===== src/rtl/stream_decipher_pkg.sv =====
// Shared widths, buffer depth, FSM state type and counter-block helpers
// for the stream decipher slice.
package stream_decipher_pkg;

  localparam int CHAR_W    = 8;
  localparam int BUF_DEPTH = 2;
  localparam int CNT_W     = $clog2(BUF_DEPTH + 1);

  localparam logic [CHAR_W-1:0] CB_WRAP = 8'hFF;

  typedef enum logic [0:0] {
    IDLE = 1'b0,
    RUN  = 1'b1
  } state_e;

  // The counter block wraps explicitly so the cipher and decipher agree on the rollover point.
  function automatic logic [CHAR_W-1:0] nextCb(input logic [CHAR_W-1:0] cb);
    return (cb == CB_WRAP) ? '0 : cb + CHAR_W'(1);
  endfunction

endpackage


===== src/rtl/stream_decipher_sbox.sv =====
// Combinational byte substitution box (AES forward S-box) shared with the
// stream cipher; maps the counter block to the keystream byte.
module stream_decipher_sbox
  import stream_decipher_pkg::*;
(
  input  logic [CHAR_W-1:0] i_in,
  output logic [CHAR_W-1:0] o_out
);

  localparam logic [CHAR_W-1:0] SBOX_TABLE [256] = '{
    8'h63, 8'h7c, 8'h77, 8'h7b, 8'hf2, 8'h6b, 8'h6f, 8'hc5, 8'h30, 8'h01, 8'h67, 8'h2b, 8'hfe, 8'hd7, 8'hab, 8'h76,
    8'hca, 8'h82, 8'hc9, 8'h7d, 8'hfa, 8'h59, 8'h47, 8'hf0, 8'had, 8'hd4, 8'ha2, 8'haf, 8'h9c, 8'ha4, 8'h72, 8'hc0,
    8'hb7, 8'hfd, 8'h93, 8'h26, 8'h36, 8'h3f, 8'hf7, 8'hcc, 8'h34, 8'ha5, 8'he5, 8'hf1, 8'h71, 8'hd8, 8'h31, 8'h15,
    8'h04, 8'hc7, 8'h23, 8'hc3, 8'h18, 8'h96, 8'h05, 8'h9a, 8'h07, 8'h12, 8'h80, 8'he2, 8'heb, 8'h27, 8'hb2, 8'h75,
    8'h09, 8'h83, 8'h2c, 8'h1a, 8'h1b, 8'h6e, 8'h5a, 8'ha0, 8'h52, 8'h3b, 8'hd6, 8'hb3, 8'h29, 8'he3, 8'h2f, 8'h84,
    8'h53, 8'hd1, 8'h00, 8'hed, 8'h20, 8'hfc, 8'hb1, 8'h5b, 8'h6a, 8'hcb, 8'hbe, 8'h39, 8'h4a, 8'h4c, 8'h58, 8'hcf,
    8'hd0, 8'hef, 8'haa, 8'hfb, 8'h43, 8'h4d, 8'h33, 8'h85, 8'h45, 8'hf9, 8'h02, 8'h7f, 8'h50, 8'h3c, 8'h9f, 8'ha8,
    8'h51, 8'ha3, 8'h40, 8'h8f, 8'h92, 8'h9d, 8'h38, 8'hf5, 8'hbc, 8'hb6, 8'hda, 8'h21, 8'h10, 8'hff, 8'hf3, 8'hd2,
    8'hcd, 8'h0c, 8'h13, 8'hec, 8'h5f, 8'h97, 8'h44, 8'h17, 8'hc4, 8'ha7, 8'h7e, 8'h3d, 8'h64, 8'h5d, 8'h19, 8'h73,
    8'h60, 8'h81, 8'h4f, 8'hdc, 8'h22, 8'h2a, 8'h90, 8'h88, 8'h46, 8'hee, 8'hb8, 8'h14, 8'hde, 8'h5e, 8'h0b, 8'hdb,
    8'he0, 8'h32, 8'h3a, 8'h0a, 8'h49, 8'h06, 8'h24, 8'h5c, 8'hc2, 8'hd3, 8'hac, 8'h62, 8'h91, 8'h95, 8'he4, 8'h79,
    8'he7, 8'hc8, 8'h37, 8'h6d, 8'h8d, 8'hd5, 8'h4e, 8'ha9, 8'h6c, 8'h56, 8'hf4, 8'hea, 8'h65, 8'h7a, 8'hae, 8'h08,
    8'hba, 8'h78, 8'h25, 8'h2e, 8'h1c, 8'ha6, 8'hb4, 8'hc6, 8'he8, 8'hdd, 8'h74, 8'h1f, 8'h4b, 8'hbd, 8'h8b, 8'h8a,
    8'h70, 8'h3e, 8'hb5, 8'h66, 8'h48, 8'h03, 8'hf6, 8'h0e, 8'h61, 8'h35, 8'h57, 8'hb9, 8'h86, 8'hc1, 8'h1d, 8'h9e,
    8'he1, 8'hf8, 8'h98, 8'h11, 8'h69, 8'hd9, 8'h8e, 8'h94, 8'h9b, 8'h1e, 8'h87, 8'he9, 8'hce, 8'h55, 8'h28, 8'hdf,
    8'h8c, 8'ha1, 8'h89, 8'h0d, 8'hbf, 8'he6, 8'h42, 8'h68, 8'h41, 8'h99, 8'h2d, 8'h0f, 8'hb0, 8'h54, 8'hbb, 8'h16
  };

  assign o_out = SBOX_TABLE[i_in];

endmodule


===== src/rtl/stream_decipher.sv =====
// Counter-mode stream decipher: XORs each ciphertext byte with sbox(cb),
// advances cb per accepted byte, and queues plaintext in a 2-entry FIFO.
module stream_decipher
  import stream_decipher_pkg::*;
(
  input  logic              clk,
  input  logic              rst_n,
  input  logic              key_valid,
  input  logic [CHAR_W-1:0] key,
  input  logic [CHAR_W-1:0] ctxt_char,
  input  logic              din_valid,
  output logic              din_ready,
  output logic [CHAR_W-1:0] ptxt_char,
  output logic              dout_valid,
  input  logic              dout_ready,
  output logic              err
);

  state_e            r_state;
  logic [CHAR_W-1:0] r_cb;
  logic              r_err;
  logic [CHAR_W-1:0] r_mem [BUF_DEPTH];
  logic              r_wrPtr;
  logic              r_rdPtr;
  logic [CNT_W-1:0]  r_count;

  logic [CHAR_W-1:0] w_keystream;
  logic              w_push;
  logic              w_pop;

  stream_decipher_sbox u_sbox (
    .i_in  (r_cb),
    .o_out (w_keystream)
  );

  // A key load blocks input for that cycle so the byte never pairs with a stale cb.
  assign din_ready  = (r_state == RUN) && (r_count < CNT_W'(BUF_DEPTH)) && !key_valid;
  assign dout_valid = (r_count != '0);
  assign ptxt_char  = dout_valid ? r_mem[r_rdPtr] : '0;
  assign err        = r_err;
  assign w_push     = din_valid && din_ready;
  assign w_pop      = dout_valid && dout_ready;

  always_ff @(posedge clk or negedge rst_n) begin
    if (!rst_n) begin
      r_state <= IDLE;
      r_cb    <= '0;
      r_err   <= 1'b0;
    end else if (key_valid) begin
      r_state <= RUN;
      r_cb    <= key;
      r_err   <= 1'b0;
    end else begin
      if (w_push) begin
        r_cb <= nextCb(r_cb);
      end
      if (din_valid && (r_state == IDLE)) begin
        r_err <= 1'b1;
      end
    end
  end

  // Single-bit pointers simply toggle because the FIFO is exactly two entries deep.
  always_ff @(posedge clk or negedge rst_n) begin
    if (!rst_n) begin
      r_wrPtr <= 1'b0;
      r_rdPtr <= 1'b0;
      r_count <= '0;
    end else begin
      if (w_push) begin
        r_wrPtr <= ~r_wrPtr;
      end
      if (w_pop) begin
        r_rdPtr <= ~r_rdPtr;
      end
      case ({w_push, w_pop})
        2'b10:   r_count <= r_count + CNT_W'(1);
        2'b01:   r_count <= r_count - CNT_W'(1);
        default: r_count <= r_count;
      endcase
    end
  end

  always_ff @(posedge clk) begin
    if (w_push) begin
      r_mem[r_wrPtr] <= ctxt_char ^ w_keystream;
    end
  end

endmodule


===== config.mk =====
export PLATFORM = sky130hd
export DESIGN_NAME = stream_decipher
export DESIGN_NICKNAME = d
export VERILOG_FILES = /design/src/rtl/stream_decipher_pkg.sv /design/src/rtl/stream_decipher_sbox.sv /design/src/rtl/stream_decipher.sv
export SDC_FILE = /design/constraint.sdc
export NUM_CORES = 1
export LEC_CHECK = 0
export BUFFER_PORTS_ARGS = -buffer_cell sky130_fd_sc_hd__buf_2
export CELL_PAD_IN_SITES_DETAIL_PLACEMENT = 0
export CELL_PAD_IN_SITES_GLOBAL_PLACEMENT = 1
export CORE_UTILIZATION = 46
export CTS_CLUSTER_DIAMETER = 80
export CTS_CLUSTER_SIZE = 20
export DETAILED_ROUTE_END_ITERATION = 16
export MAX_ROUTING_LAYER = met4
export PLACE_DENSITY = 0.78
export SYNTH_ARGS = -nofsm -noshare
export SYNTH_HDL_FRONTEND = slang
export SYNTH_SLANG_ARGS = --single-unit

===== constraint.sdc =====
create_clock -name clk -period 3.3 [get_ports clk]
set_input_delay 0.66 -clock clk [delete_from_list [all_inputs] [get_ports clk]]
set_output_delay 0.66 -clock clk [all_outputs]
set_load 0.01 [all_outputs]

==> results of run 1 <==
-- synth_stat cells, types with 4 or more instances --
cell type,n,area [um^2]
dfrtp_1,14,350
inv_1,17,63.8
mux4_2,4,90.1
xnor2_1,10,87.6
nor2_1,55,206
a211oi_1,8,60.1
a21oi_1,56,280
o21ai_0,54,270
a31oi_1,11,68.8
buf_6,8,90.1
nor3_1,28,140
nand2b_1,20,125
or2_2,4,25.0
nand4_1,5,31.3
a311oi_1,10,87.6
xor2_1,8,70.1
nor4_1,6,37.5
and3_1,5,31.3
and2_1,4,25.0
o22ai_1,9,56.3
buf_2,26,130
mux2i_1,10,100
nor2b_1,20,125
nand2_1,51,191
edfxtp_1,16,480
o221ai_1,5,43.8
ha_1,19,238
o311ai_0,11,96.3
a221o_1,4,40.0
o211ai_1,14,105
nand3_1,22,110
buf_4,7,52.6
o31ai_1,9,67.6
a221oi_1,6,52.6
clkbuf_1,22,82.6
-- cells by family after synthesis --
group | count (synthesis) | synth area share (%)
flops | 30 | 17.9
buf+inv | 83 | 9.30
compound gates | 237 | 34.3
xor+xnor | 18 | 3.41
simple gates | 236 | 25.5
fa+ha+maj | 19 | 5.14
mux | 15 | 4.35
-- flip-flops by register name (all words and copies together), names as in the netlist --
| name | count |
|---|---|
| r_mem | 16 |
| r_cb | 8 |
| r_count | 2 |
| r_state | 1 |
| err | 1 |
| r_rdPtr | 1 |
| r_wrPtr | 1 |
-- layout make-up --
cell class | count | area (um^2) | area share, %
Clock buffer | 8 | 90.1 | 1.78
Inverter | 19 | 71.3 | 1.41
Multi-Input combinational cell | 525 | 3370 | 66.5
Sequential cell | 30 | 837 | 16.5
Tap cell | 133 | 166 | 3.28
Timing Repair Buffer | 75 | 536 | 10.6
-- worst paths after layout --
check                        start          end  slack (ns)  cells past startpoint
hold reg to reg            r_state      r_state        0.48                      2
min in group clk           r_state      r_state        0.48                      2
setup / recovery           r_cb[2]  r_mem[0][1]        0.15                      7
hold / removal               rst_n      r_cb[3]        0.26                      1
setup reg to reg           r_cb[2]  r_mem[0][1]        0.15                      7
max in group asynchronous    rst_n      r_cb[3]        2.76                      1
-- power by group through the flow --
stage	registers, mW	clock network, mW	logic [mW]
2_1_floorplan	0.536	0	1.53
3_3_place_gp	0.595	0	2.27
3_5_place_dp	0.598	0	2.23
4_1_cts	0.590	0.305	2.24
5_1_grt	0.601	0.321	2.48
6_report	0.594	0.302	2.37
-- worst max-delay path: stages, from the launching register on --
cell	delay, ns
dfrtp_2	0.62
and2_1	0.46
buf_4	0.25
o311ai_0	0.94
nand2_1	0.11
o21ai_0	0.19
o22ai_1	0.12
xor2_1	0.17
-- metrics by stage --
stage | power [mW] | util (%) | instance area [um^2] | std cells
5_1_grt | 3.40 | 51.9 | 5070 | 790
2_1_floorplan | 2.07 | - | 4630 | 638
3_3_place_gp | 2.86 | 50.9 | 4980 | 782
3_5_place_dp | 2.82 | 50.9 | 4980 | 782
4_1_cts | 3.13 | 51.9 | 5070 | 790
6_report | 3.27 | 51.9 | 5070 | 790
-- layer usage --
layer  GRT usage, %  part of all wire [%]
met3           11.4                    14
met5              -                     0
met2           65.3                    43
met1           52.7                    37
met4           26.4                   7.3
==> results.json, run 1 <==
{
  "run_status": "complete, no violations",
  "required_ns": 3.31,
  "syn_inst": 638,
  "critPathKind": "reg -> reg",
  "drv_slew": 0,
  "via_per_inst": 7.27,
  "placementRows": 36,
  "syn_to_final_growth_pct": 9.49,
  "p_sw_mw": 1.76,
  "synth_edf_count": 16,
  "drt_iter0_drc": 885,
  "firstDrtPassIters": 8,
  "syn_area_um2": 4630,
  "grt_pass1_wl_um": 32200,
  "ys_types": 75,
  "hold_viol": 0,
  "grt_usage_pct": 43.8,
  "ir_worst_vdd_mv": 0.264,
  "final.setup.tns_ns": 0,
  "globalplace.congestion": 1.09,
  "setup_viol": 0,
  "die_h_um": 102,
  "routedWlPerCell_um": 27.5,
  "p_per_area_nw_per_um2": 644,
  "cts_tree": "yes",
  "start_util_pct": 47.4,
  "worst_slew_pin_slew_ns": 1.17,
  "postLayoutSetupSlackWorst_ns": 0.154,
  "cp-end-kind": "flip-flop",
  "yosysWarnings": 0,
  "nets": 696,
  "drc": 0,
  "path_clk_slew_ns": 0.07,
  "syn-num-nets": 678,
  "cp.arrival_ns": 3.16,
  "final_layout_size_suffix_gt1_share_pct": 16.4,
  "finalClockSkew_ns": 0.0107,
  "hold_slack_ns": 0.262,
  "diodes": 0,
  "vias": 5743,
  "async_flop_share_pct": 46.7,
  "seqPwrFrac_pct": 18.2,
  "grt_pass1_vias": 5253,
  "htreeDepth": 2,
  "layout_common_cells": "a21oi_1, nor2_1, o21ai_0",
  "p_int_mw": 1.51,
  "avgSynthCellArea_um2": 7.26,
  "cts_sinks": 30,
  "worst_hold_path_type": "in -> async",
  "cp_max_fo": 24,
  "cts_resized": 0,
  "cts_buffers": 5,
  "pre_cts_slack_ns": 0.321,
  "die_w_um": 102,
  "ys_ff_latch": 30,
  "min_period_over_period_pct": 95.3,
  "ys.flop_type": "edfxtp_1",
  "hpwl_um": 15200,
  "drt-total-wl_um": 21700,
  "core_um2": 9770,
  "grt_antenna_before_repair": 0,
  "combPwrFrac_pct": 72.6,
  "clkPwrFrac_pct": 9.2,
  "p_leak_nw": 1.93,
  "cts_hold_buffers": 0,
  "ios": 32,
  "drtAntennaViolNets": 0,
  "root_buffer": "clkbuf_8",
  "fill_cells": 993,
  "final_common_cell": "a21oi_1",
  "seq_area_frac_synth_pct": 17.9,
  "cap_violations": 0,
  "grt_setup_unrepaired": "no",
  "floorplan.die_area_um2": 10500,
  "clock_latency_ns": 0.29,
  "cts_setup_buffers": 0,
  "worst_setup_path_start_kind": "flip-flop",
  "relSlewSlack_pct": 21.2,
  "globalRouteOverflowTotal": 0,
  "p_sw_share_pct": 53.9,
  "portBuffers": 31,
  "fmax_mhz": 318,
  "clk_path_buf_depth": 2,
  "grt_max_degree": 101,
  "fin_crit_ns": 3.15
}
(Power assumes the default switching activity.)
==> inputs of run 2 (changes only) <==
--- a/config.mk
+++ b/config.mk
@@ -14,6 +14,7 @@
 export DETAILED_ROUTE_END_ITERATION = 16
 export MAX_ROUTING_LAYER = met4
 export PLACE_DENSITY = 0.78
+export RECOVER_POWER = 50
 export SYNTH_ARGS = -nofsm -noshare
 export SYNTH_HDL_FRONTEND = slang
 export SYNTH_SLANG_ARGS = --single-unit
==> run 2 against run 1 <==
Against the previous run:
- sequential share of layout area is essentially flat
- critical path type unchanged
- core utilization shrank 0.090 points
- cell count is the same
- worst hold slack gained 0.16 ns
- register-to-register slack gained 0.06 ns
==> results.json, run 2 (synthesized netlist as in run 1, its figures left out) <==
{
  "run_status": "complete, no violations",
  "fill_cells": 997,
  "r2r_setup_slack_ns": 0.22,
  "slowest_delay_ns": 0.90,
  "floorplan.die_area_um2": 10500,
  "reg_top3": "r_mem (16), r_cb (8), r_count (2)",
  "globalRouteOverflowTotal": 0,
  "portBuffers": 31,
  "hold_viol": 0,
  "grt_antenna_before_repair": 0,
  "final_layout_size_suffix_gt1_share_pct": 15.4,
  "path_clk_slew_ns": 0.07,
  "cts_setup_buffers": 0,
  "worst_slew_pin_slew_ns": 1.11,
  "cp_cell_sequence": "and2_1 -> buf_4 -> o311ai_0 -> nand2_1 -> o21ai_0 -> o22ai_1 -> xor2_1",
  "drv_slew": 0,
  "worst_hold_path_type": "in -> async",
  "hpwl_um": 15200,
  "diodes": 0,
  "worst_setup_path_start_kind": "flip-flop",
  "clkPwrFrac_pct": 9.3,
  "grt_pass1_wl_um": 32200,
  "setup_viol": 0,
  "routedWlPerCell_um": 27.4,
  "layout_common_cells": "a21oi_1, nor2_1, o21ai_0",
  "htreeDepth": 2,
  "relSlewSlack_pct": 25.0,
  "ir_worst_vdd_mv": 0.263,
  "drc": 0,
  "cts_buffers": 5,
  "p_sw_mw": 1.76,
  "cp_max_fo": 24,
  "fmax_mhz": 324,
  "dp_cells": 782,
  "cp_slowest_cell": "o311ai_0",
  "min_period_over_period_pct": 93.5,
  "die_h_um": 102,
  "finalClockSkew_ns": 0.0107,
  "final_common_cell": "a21oi_1",
  "p_leak_nw": 1.91,
  "cp-end-kind": "flip-flop",
  "required_ns": 3.31,
  "combPwrFrac_pct": 72.5,
  "grt_max_degree": 101,
  "die_w_um": 102,
  "grt_pass1_vias": 5253,
  "cts_hold_buffers": 0,
  "drt_iter0_drc": 882,
  "fin_crit_ns": 3.08,
  "clk_path_buf_depth": 2,
  "cp.arrival_ns": 3.10,
  "clock_latency_ns": 0.29,
  "syn_to_final_growth_pct": 9.30,
  "r2r-start": "r_cb[2]",
  "drtAntennaViolNets": 0,
  "crit_buf_inv": 1,
  "finalNonFillerCells": 790,
  "root_buffer": "clkbuf_8",
  "cts_tree": "yes",
  "critPathTopFamily": "compound AO/OA/AOI/OAI gates",
  "grt_setup_unrepaired": "no",
  "placementRows": 36,
  "firstDrtPassIters": 8,
  "p_per_area_nw_per_um2": 644,
  "cts_resized": 0,
  "grt_usage_pct": 43.8,
  "via_per_inst": 7.28,
  "drt-total-wl_um": 21700,
  "rr_worst_depth": 7,
  "cts_sinks": 30,
  "wl_met3_um": 2950,
  "p_int_mw": 1.50,
  "final.setup.tns_ns": 0,
  "route.met2.wl_um": 9280,
  "wl_met1_um": 7930,
  "seqPwrFrac_pct": 18.2,
  "critPathKind": "reg -> reg",
  "core_um2": 9770,
  "ios": 32,
  "vias": 5752,
  "p_sw_share_pct": 54.0,
  "top_layer_used": "met4",
  "globalplace.congestion": 1.09,
  "start_util_pct": 47.4,
  "nets": 696,
  "regMostFlops": "r_mem",
  "cap_violations": 0,
  "largest_reg_flops": 16,
  "r2r_end": "r_mem[0][1]"
}
-- run 2: changes by cell type in the layout (fill, tap and decap cells not counted) --
cell	change
clkbuf_1	+7
buf_2	-7
-- run 2: layer usage --
metal,vias up,GRT usage [%]
li1,2440,-
met1,2628,52.7
met2,547,65.3
met3,137,11.4
met4,0,26.4
met5,-,-
-- run 2: power by group through the flow --
| stage | Clock, mW | Combinational [mW] | Sequential [mW] |
|---|---|---|---|
| 6_report | 0.301 | 2.36 | 0.593 |
| 5_1_grt | 0.321 | 2.48 | 0.601 |
| 4_1_cts | 0.305 | 2.24 | 0.590 |
| 3_5_place_dp | 0 | 2.23 | 0.598 |
| 3_3_place_gp | 0 | 2.27 | 0.595 |
| 2_1_floorplan | 0 | 1.53 | 0.536 |
-- run 2: cell type report --
type                    instances  area [um^2]  share of cell area (%)
inverters                      19         71.3                    1.41
well taps                     133          166                    3.29
multi-input cells             525         3370                    66.6
clock buffers                   8         90.1                    1.78
repair buffers                 75          527                    10.4
flip-flops and latches         30          837                    16.5
-- run 2: worst max path at each step --
stage	startpoint	end	cells past startpoint
6_report	r_cb[2]	r_mem[0][1]	7
5_1_grt	r_cb[1]	r_mem[0][1]	9
4_1_cts	r_cb[0]	r_mem[1][2]	10
3_5_place_dp	r_cb[0]	r_mem[1][2]	10
3_3_place_gp	r_cb[1]	r_mem[1][4]	9
2_1_floorplan	r_cb[1]	r_mem[0][2]	11
-- run 2: per-stage QoR --
step                      power (mW)  setup WS (ns)  area (um^2)  hold WS (ns)  utilization [%]
final                           3.26          0.216         5060         0.426             51.8
after global routing            3.40          0.167         5060         0.485             51.8
after CTS                       3.13          0.316         5070         0.269             51.9
after detailed placement        2.82          0.321         4980         0.465             50.9
after global placement          2.86          0.237         4980         0.452             50.9
after floorplan                 2.07          0.413         4630         0.364                -
